--- src/rtl/wb_writer_if.sv ---
// Signal bundle between the core (issue/ALU/LSU) and the register-file write-back block.
interface wb_writer_if;
  logic        alu_valid;
  logic [4:0]  alu_rd;
  logic [31:0] alu_data;
  logic        lsu_valid;
  logic        lsu_ready;
  logic [4:0]  lsu_rd;
  logic [31:0] lsu_data;
  logic        iss_load;
  logic [4:0]  iss_rd;
  logic [4:0]  q_rs1;
  logic [4:0]  q_rs2;
  logic [4:0]  q_rd;
  logic        hz;
  logic        alu_stall;
  logic        we;
  logic [4:0]  A3;
  logic [31:0] WD;

  modport master (
    output alu_valid, alu_rd, alu_data, lsu_valid, lsu_rd, lsu_data,
           iss_load, iss_rd, q_rs1, q_rs2, q_rd,
    input  lsu_ready, hz, alu_stall, we, A3, WD
  );

  modport slave (
    input  alu_valid, alu_rd, alu_data, lsu_valid, lsu_rd, lsu_data,
           iss_load, iss_rd, q_rs1, q_rs2, q_rd,
    output lsu_ready, hz, alu_stall, we, A3, WD
  );
endinterface

--- src/rtl/wb_writer.sv ---
// Register-file write arbiter: ALU results win, LSU results queue in a FIFO,
// and a per-register pending-load scoreboard drives the issue hazard flag.
module wb_writer #(
  parameter int unsigned DEPTH = 4,
  parameter int unsigned CNT_W = 3
) (
  input  logic        clk,
  input  logic        res_n,
  wb_writer_if.slave  bus
);
  localparam int unsigned PW = $clog2(DEPTH);
  localparam int unsigned CW = PW + 1;

  logic [4:0]       fifo_rd   [DEPTH];
  logic [31:0]      fifo_data [DEPTH];
  logic [PW-1:0]    wr_ptr, rd_ptr;
  logic [CW-1:0]    count, count_nxt;
  logic [CNT_W-1:0] cnt [32];

  logic        alu_sel, push, pop;
  logic [4:0]  head_rd;
  logic [31:0] head_data;

  assign bus.lsu_ready = (count != CW'(DEPTH));

  always_comb begin
    alu_sel   = bus.alu_valid && (bus.alu_rd != '0);
    push      = bus.lsu_valid && bus.lsu_ready && (bus.lsu_rd != '0);
    pop       = !alu_sel && (count != '0);
    head_rd   = fifo_rd[rd_ptr];
    head_data = fifo_data[rd_ptr];
    count_nxt = count + CW'(push) - CW'(pop);
  end

  always_comb begin
    bus.hz = ((bus.q_rs1 != '0) && (cnt[bus.q_rs1] != '0)) ||
             ((bus.q_rs2 != '0) && (cnt[bus.q_rs2] != '0)) ||
             ((bus.q_rd  != '0) && (cnt[bus.q_rd]  != '0));
  end

  // Payload storage needs no reset: an entry is only read after it is written.
  always_ff @(posedge clk) begin
    if (push) begin
      fifo_rd[wr_ptr]   <= bus.lsu_rd;
      fifo_data[wr_ptr] <= bus.lsu_data;
    end
  end

  always_ff @(posedge clk or negedge res_n) begin
    if (!res_n) begin
      wr_ptr        <= '0;
      rd_ptr        <= '0;
      count         <= '0;
      bus.alu_stall <= 1'b0;
      bus.we        <= 1'b0;
      bus.A3        <= '0;
      bus.WD        <= '0;
    end else begin
      if (push) wr_ptr <= wr_ptr + PW'(1);
      if (pop)  rd_ptr <= rd_ptr + PW'(1);
      count         <= count_nxt;
      bus.alu_stall <= (count_nxt >= CW'(DEPTH - 1));
      bus.we        <= alu_sel || pop;
      if (alu_sel) begin
        bus.A3 <= bus.alu_rd;
        bus.WD <= bus.alu_data;
      end else if (pop) begin
        bus.A3 <= head_rd;
        bus.WD <= head_data;
      end
    end
  end

  // Simultaneous issue and retire of the same register cancel out.
  always_ff @(posedge clk or negedge res_n) begin
    if (!res_n) begin
      for (int unsigned i = 0; i < 32; i++) cnt[i] <= '0;
    end else begin
      for (int unsigned i = 1; i < 32; i++) begin
        if ((bus.iss_load && (bus.iss_rd == 5'(i))) && !(pop && (head_rd == 5'(i))))
          cnt[i] <= cnt[i] + CNT_W'(1);
        else if (!(bus.iss_load && (bus.iss_rd == 5'(i))) && (pop && (head_rd == 5'(i))))
          cnt[i] <= cnt[i] - CNT_W'(1);
      end
    end
  end
endmodule

--- src/flat_wrapper.sv ---
// flat-port wrapper written by rule: the top's interface ports become plain ports
module wb_writer_flat 
#(
  parameter int unsigned DEPTH = 4,
  parameter int unsigned CNT_W = 3
)
  (clk, res_n, bus_alu_valid, bus_alu_rd, bus_alu_data, bus_lsu_valid, bus_lsu_rd, bus_lsu_data, bus_iss_load, bus_iss_rd, bus_q_rs1, bus_q_rs2, bus_q_rd, bus_lsu_ready, bus_hz, bus_alu_stall, bus_we, bus_A3, bus_WD);
  wb_writer_if bus_i ();
  input  logic clk;
  input  logic res_n;
  input wire logic [$bits(bus_i.alu_valid)-1:0] bus_alu_valid;
  input wire logic [$bits(bus_i.alu_rd)-1:0] bus_alu_rd;
  input wire logic [$bits(bus_i.alu_data)-1:0] bus_alu_data;
  input wire logic [$bits(bus_i.lsu_valid)-1:0] bus_lsu_valid;
  input wire logic [$bits(bus_i.lsu_rd)-1:0] bus_lsu_rd;
  input wire logic [$bits(bus_i.lsu_data)-1:0] bus_lsu_data;
  input wire logic [$bits(bus_i.iss_load)-1:0] bus_iss_load;
  input wire logic [$bits(bus_i.iss_rd)-1:0] bus_iss_rd;
  input wire logic [$bits(bus_i.q_rs1)-1:0] bus_q_rs1;
  input wire logic [$bits(bus_i.q_rs2)-1:0] bus_q_rs2;
  input wire logic [$bits(bus_i.q_rd)-1:0] bus_q_rd;
  output wire logic [$bits(bus_i.lsu_ready)-1:0] bus_lsu_ready;
  output wire logic [$bits(bus_i.hz)-1:0] bus_hz;
  output wire logic [$bits(bus_i.alu_stall)-1:0] bus_alu_stall;
  output wire logic [$bits(bus_i.we)-1:0] bus_we;
  output wire logic [$bits(bus_i.A3)-1:0] bus_A3;
  output wire logic [$bits(bus_i.WD)-1:0] bus_WD;
  assign bus_i.alu_valid = bus_alu_valid;
  assign bus_i.alu_rd = bus_alu_rd;
  assign bus_i.alu_data = bus_alu_data;
  assign bus_i.lsu_valid = bus_lsu_valid;
  assign bus_i.lsu_rd = bus_lsu_rd;
  assign bus_i.lsu_data = bus_lsu_data;
  assign bus_i.iss_load = bus_iss_load;
  assign bus_i.iss_rd = bus_iss_rd;
  assign bus_i.q_rs1 = bus_q_rs1;
  assign bus_i.q_rs2 = bus_q_rs2;
  assign bus_i.q_rd = bus_q_rd;
  assign bus_lsu_ready = bus_i.lsu_ready;
  assign bus_hz = bus_i.hz;
  assign bus_alu_stall = bus_i.alu_stall;
  assign bus_we = bus_i.we;
  assign bus_A3 = bus_i.A3;
  assign bus_WD = bus_i.WD;
  wb_writer #(.DEPTH(DEPTH), .CNT_W(CNT_W)) u_core (.clk(clk), .res_n(res_n), .bus(bus_i));
endmodule
--- config.mk ---
export PLATFORM = sky130hd
export DESIGN_NAME = wb_writer_flat
export DESIGN_NICKNAME = d
export VERILOG_FILES = /design/src/rtl/wb_writer_if.sv /design/src/rtl/wb_writer.sv /design/src/flat_wrapper.sv
export SDC_FILE = /design/constraint.sdc
export NUM_CORES = 1
export LEC_CHECK = 0
export ABC_CLOCK_PERIOD_IN_PS = 4300
export CORE_AREA = 10 10 210 212
export CTS_CLUSTER_DIAMETER = 80
export DETAILED_ROUTE_END_ITERATION = 10
export DIE_AREA = 0 0 220 222
export SLEW_MARGIN = 10
export SYNTH_ARGS = -nofsm -noshare
export SYNTH_HDL_FRONTEND = slang
export SYNTH_SLANG_ARGS = --single-unit
--- constraint.sdc ---
create_clock -name clk -period 4.3 [get_ports clk]
set_input_delay 0.43 -clock clk [delete_from_list [all_inputs] [get_ports clk]]
set_output_delay 0.43 -clock clk [all_outputs]
set_load 0.02 [all_outputs]
==> impl_metrics.ini <==
[run_status]
result_of_the_run = finished clean

[setup_path]
biggest_fanout_along_the_worst_timing_path = 3
regToRegSetupSlack_ns = 1.07
crit_start_category = register
crit_type = reg -> out
worst_path_dominant_cell_family = simple AND/OR/NAND/NOR gates
cp.arrival_ns = 3.25
r2r-start = u_core.rd_ptr[0]$_DFFE_PN0P_
worst-r2r-cell-count = 7
worstPathBufferInverterCount = 1
reg2reg_to = u_core.cnt[85]$_DFFE_PN0P_
cp-startpoint = u_core.cnt[33]$_DFFE_PN0P_
end_kind = output port
timing.critical_path.slowest_cell_delay_ns = 0.56
cell_with_the_biggest_individual_delay_on_the_critical_path = sky130_fd_sc_hd__nor3_1
critPathRequiredTime_ns = 3.87
worstPathCellList = nor3_1 -> o22ai_1 -> or4_1 -> a21oi_1 -> a2bb2oi_1 -> nand4_1 -> clkdlybuf4s50_1

[grt]
grt_start_max_net_pins = 82
grt_pass1_wl_mm = 51.6
globalRouteTotalUtil_pct = 13.4
initial_antenna_violation_count = 9
grt_overflow_total = 0
number_of_global_route_vias_before_repair = 9010

[timing]
fin_skew_ns = 0.0136
final.setup.tns_ns = 0
fin_crit_sh_pct = 85.5
tightestPinTransition_ns = 0.856
final_max_slew_viol_count = 0
fmax_ghz = 0.272
slew_headroom_pct = 42.8
rsz0062_at_grt = false
hold_violations = 0
period_needed_ns = 3.68
setup_viol_count_final = 0

[job]
number_of_violations_of_the_max_capacitance_limit = 0

[min_path]
hold_path_class = in -> reg
worstHoldEndpoint = u_core.bus.WD[8]$_DFFE_PN0P_
hold_start = bus_alu_data[8]
min_delay_path_depth = 3

[die]
full_die_area_um2 = 48800
floorplan.initialDensity_pct = 34.7
top_level_ports = 140
design.core.area_um2 = 39600
chipHeight_um = 222
die-width_um = 220
total_number_of_placement_rows = 73

[layout]
multi_input_area_um2 = 5520
final-seq-area_um2 = 7920
layout_commonest_cell = sky130_fd_sc_hd__edfxtp_1
nets = 1329
layout-drive-gt1-share_pct = 13.0
areaGrowthSynthToFinish_pct = 22.9
num-fill-cells = 3702
final_cell_mix = sky130_fd_sc_hd__edfxtp_1, sky130_fd_sc_hd__clkdlybuf4s50_1, sky130_fd_sc_hd__dfrtp_1, sky130_fd_sc_hd__nor2_1, sky130_fd_sc_hd__xor2_1

[clock_tree]
cts_hold_repair_buffers = 1
clock_sink_count = 287
cts_resized = 0
tritoncts = built
clock_root_buffer = sky130_fd_sc_hd__clkbuf_16
insertion_delay_ns = 0.59
post-cts-setup-buffer-count = 0
cts_buffers = 31
clk_pin_slew_worst_paths_ns = 0.06
cts_htree_levels = 1
clock_path_buffers = 3

[synthesis]
postSynthAreaPerCell_um2 = 13.6
synth_sequential_area_ratio_pct = 57.6
dominantRegCellSynth = sky130_fd_sc_hd__edfxtp_1
synth_fp_nets = 1176
yosys_warnings = 3
async_flop_share_pct = 48.4
synth_cell_types = 50
mapped_cell_area_um2 = 13700
postSynthRegisterBits = 287
synthesis.instances = 1008
synth_edf_count = 148

[place]
gpl.final_weighted_congestion = 0.883
port_buffers = 139
post-dp-hpwl_mm = 23.7

[routing]
drt_iter0_drc = 525
drt_drc_violations_left = 0
routed-wl-met2_mm = 14.7
detail_routed_via_count_per_cell = 4.95
vias = 8485
top_layer_used = met5
detail_route.wirelength_mm = 32.7
drtPass1Iterations = 5
wl_per_cell_um = 19.1
met3_wire_len_mm = 2.83
drt-met1-wl_mm = 14.4
ant_nets = 0

[pwr]
fin_total_pwr_mw = 11.0
vdd.ir_drop.worst_mv = 0.377
static-leakage-power_nw = 6.25
power.density_cell_area_nw_per_um2 = 650
[registers in the layout, summed over array words and instances (netlist names)]
name / flops
u_core.fifo_data: 128
u_core.bus.A3: 5
u_core.bus.WD: 32
u_core.cnt: 93
u_core.rd_ptr: 2
u_core.bus.we: 1
u_core.fifo_rd: 20
u_core.bus.alu_stall: 1
u_core.count: 3
u_core.wr_ptr: 2
[worst max path at each step]
stage | endpoint | slack (ns) | depth (start not counted)
final | bus_hz | 0.62 | 7
after global routing | bus_hz | 0.42 | 8
after CTS | bus_hz | 0.58 | 7
after detailed placement | u_core.cnt[88]$_DFFE_PN0P_ | 0.54 | 11
after global placement | u_core.cnt[88]$_DFFE_PN0P_ | 0.61 | 11
after floorplan | u_core.cnt[46]$_DFFE_PN0P_ | 1.36 | 10
[worst reg2reg max path, cell delays in order (launching register included)]
cell	delay [ns]
sky130_fd_sc_hd__dfrtp_2	0.60
sky130_fd_sc_hd__mux4_2	0.64
sky130_fd_sc_hd__nor2_1	0.68
sky130_fd_sc_hd__nand2_1	0.19
sky130_fd_sc_hd__ha_1	0.27
sky130_fd_sc_hd__inv_1	0.08
sky130_fd_sc_hd__fa_1	0.39
sky130_fd_sc_hd__mux2_2	0.26
[synthesized netlist by cell type, types with 5 or more instances]
| master | n | area, um2 |
|---|---|---|
| sky130_fd_sc_hd__nand3_1 | 5 | 25.0 |
| sky130_fd_sc_hd__mux2i_1 | 45 | 450 |
| sky130_fd_sc_hd__edfxtp_1 | 148 | 4440 |
| sky130_fd_sc_hd__mux4_2 | 42 | 946 |
| sky130_fd_sc_hd__a21oi_1 | 47 | 235 |
| sky130_fd_sc_hd__dfrtp_1 | 139 | 3480 |
| sky130_fd_sc_hd__mux2_2 | 32 | 360 |
| sky130_fd_sc_hd__nor2b_1 | 5 | 31.3 |
| sky130_fd_sc_hd__a2111oi_0 | 8 | 70.1 |
| sky130_fd_sc_hd__nor2_1 | 113 | 424 |
| sky130_fd_sc_hd__nor4_1 | 13 | 81.3 |
| sky130_fd_sc_hd__ha_1 | 37 | 463 |
| sky130_fd_sc_hd__fa_1 | 32 | 641 |
| sky130_fd_sc_hd__inv_1 | 44 | 165 |
| sky130_fd_sc_hd__xnor2_1 | 35 | 307 |
| sky130_fd_sc_hd__xor2_1 | 63 | 552 |
| sky130_fd_sc_hd__clkbuf_1 | 25 | 93.8 |
| sky130_fd_sc_hd__nand2_1 | 46 | 173 |
| sky130_fd_sc_hd__a211oi_1 | 14 | 105 |
| sky130_fd_sc_hd__nor3_1 | 36 | 180 |
| sky130_fd_sc_hd__buf_2 | 9 | 45.0 |
| sky130_fd_sc_hd__o21ai_0 | 8 | 40.0 |
| sky130_fd_sc_hd__nand2b_1 | 12 | 75.1 |
[power breakdown]
| part | total (mW) | internal, mW | switching (mW) |
|---|---|---|---|
| combinational | 3.76 | 1.81 | 1.95 |
| clock | 2.72 | 1.63 | 1.10 |
| sequential | 4.51 | 3.81 | 0.697 |
[layer usage]
metal  vias up  GRT usage (%)
li1       3954              -
met1      4204           17.4
met3        56           5.05
met5         -              0
met2       261           20.8
met4        10           2.93
[cell families (layout without fill, tap and decap cells)]
logic type	Yosys count	in the layout	synth area share [%]
compound gates	100	100	4.60
xor+xnor	98	98	6.25
fa+ha+maj	69	69	8.03
mux	119	119	12.8
buf+inv	81	259	2.29
simple gates	254	254	8.40
flops	287	287	57.6
other cells	0	4	0
[layout make-up]
type | count | share of cell area, %
diodes | 4 | 0.0592
clock buffers | 42 | 5.25
clock inverters | 16 | 1.04
inverters | 44 | 0.977
multi-input cells | 640 | 32.7
flip-flops and latches | 287 | 46.9
well taps | 525 | 3.89
repair buffers | 157 | 9.20
[metrics by stage]
| step | util, % | hold WS [ns] | cell area [um2] | cells | worst slack, ns |
|---|---|---|---|---|---|
| after floorplan | - | 0.134 | 13700 | 1008 | 1.36 |
| after global placement | 39.9 | 0.457 | 15800 | 1652 | 0.607 |
| after detailed placement | 39.9 | 0.458 | 15800 | 1652 | 0.542 |
| after CTS | 42.6 | 0.394 | 16900 | 1711 | 0.584 |
| after global routing | 42.6 | 0.410 | 16900 | 1713 | 0.420 |
| final | 42.6 | 0.423 | 16900 | 1715 | 0.624 |
(Power assumes the default switching activity.)
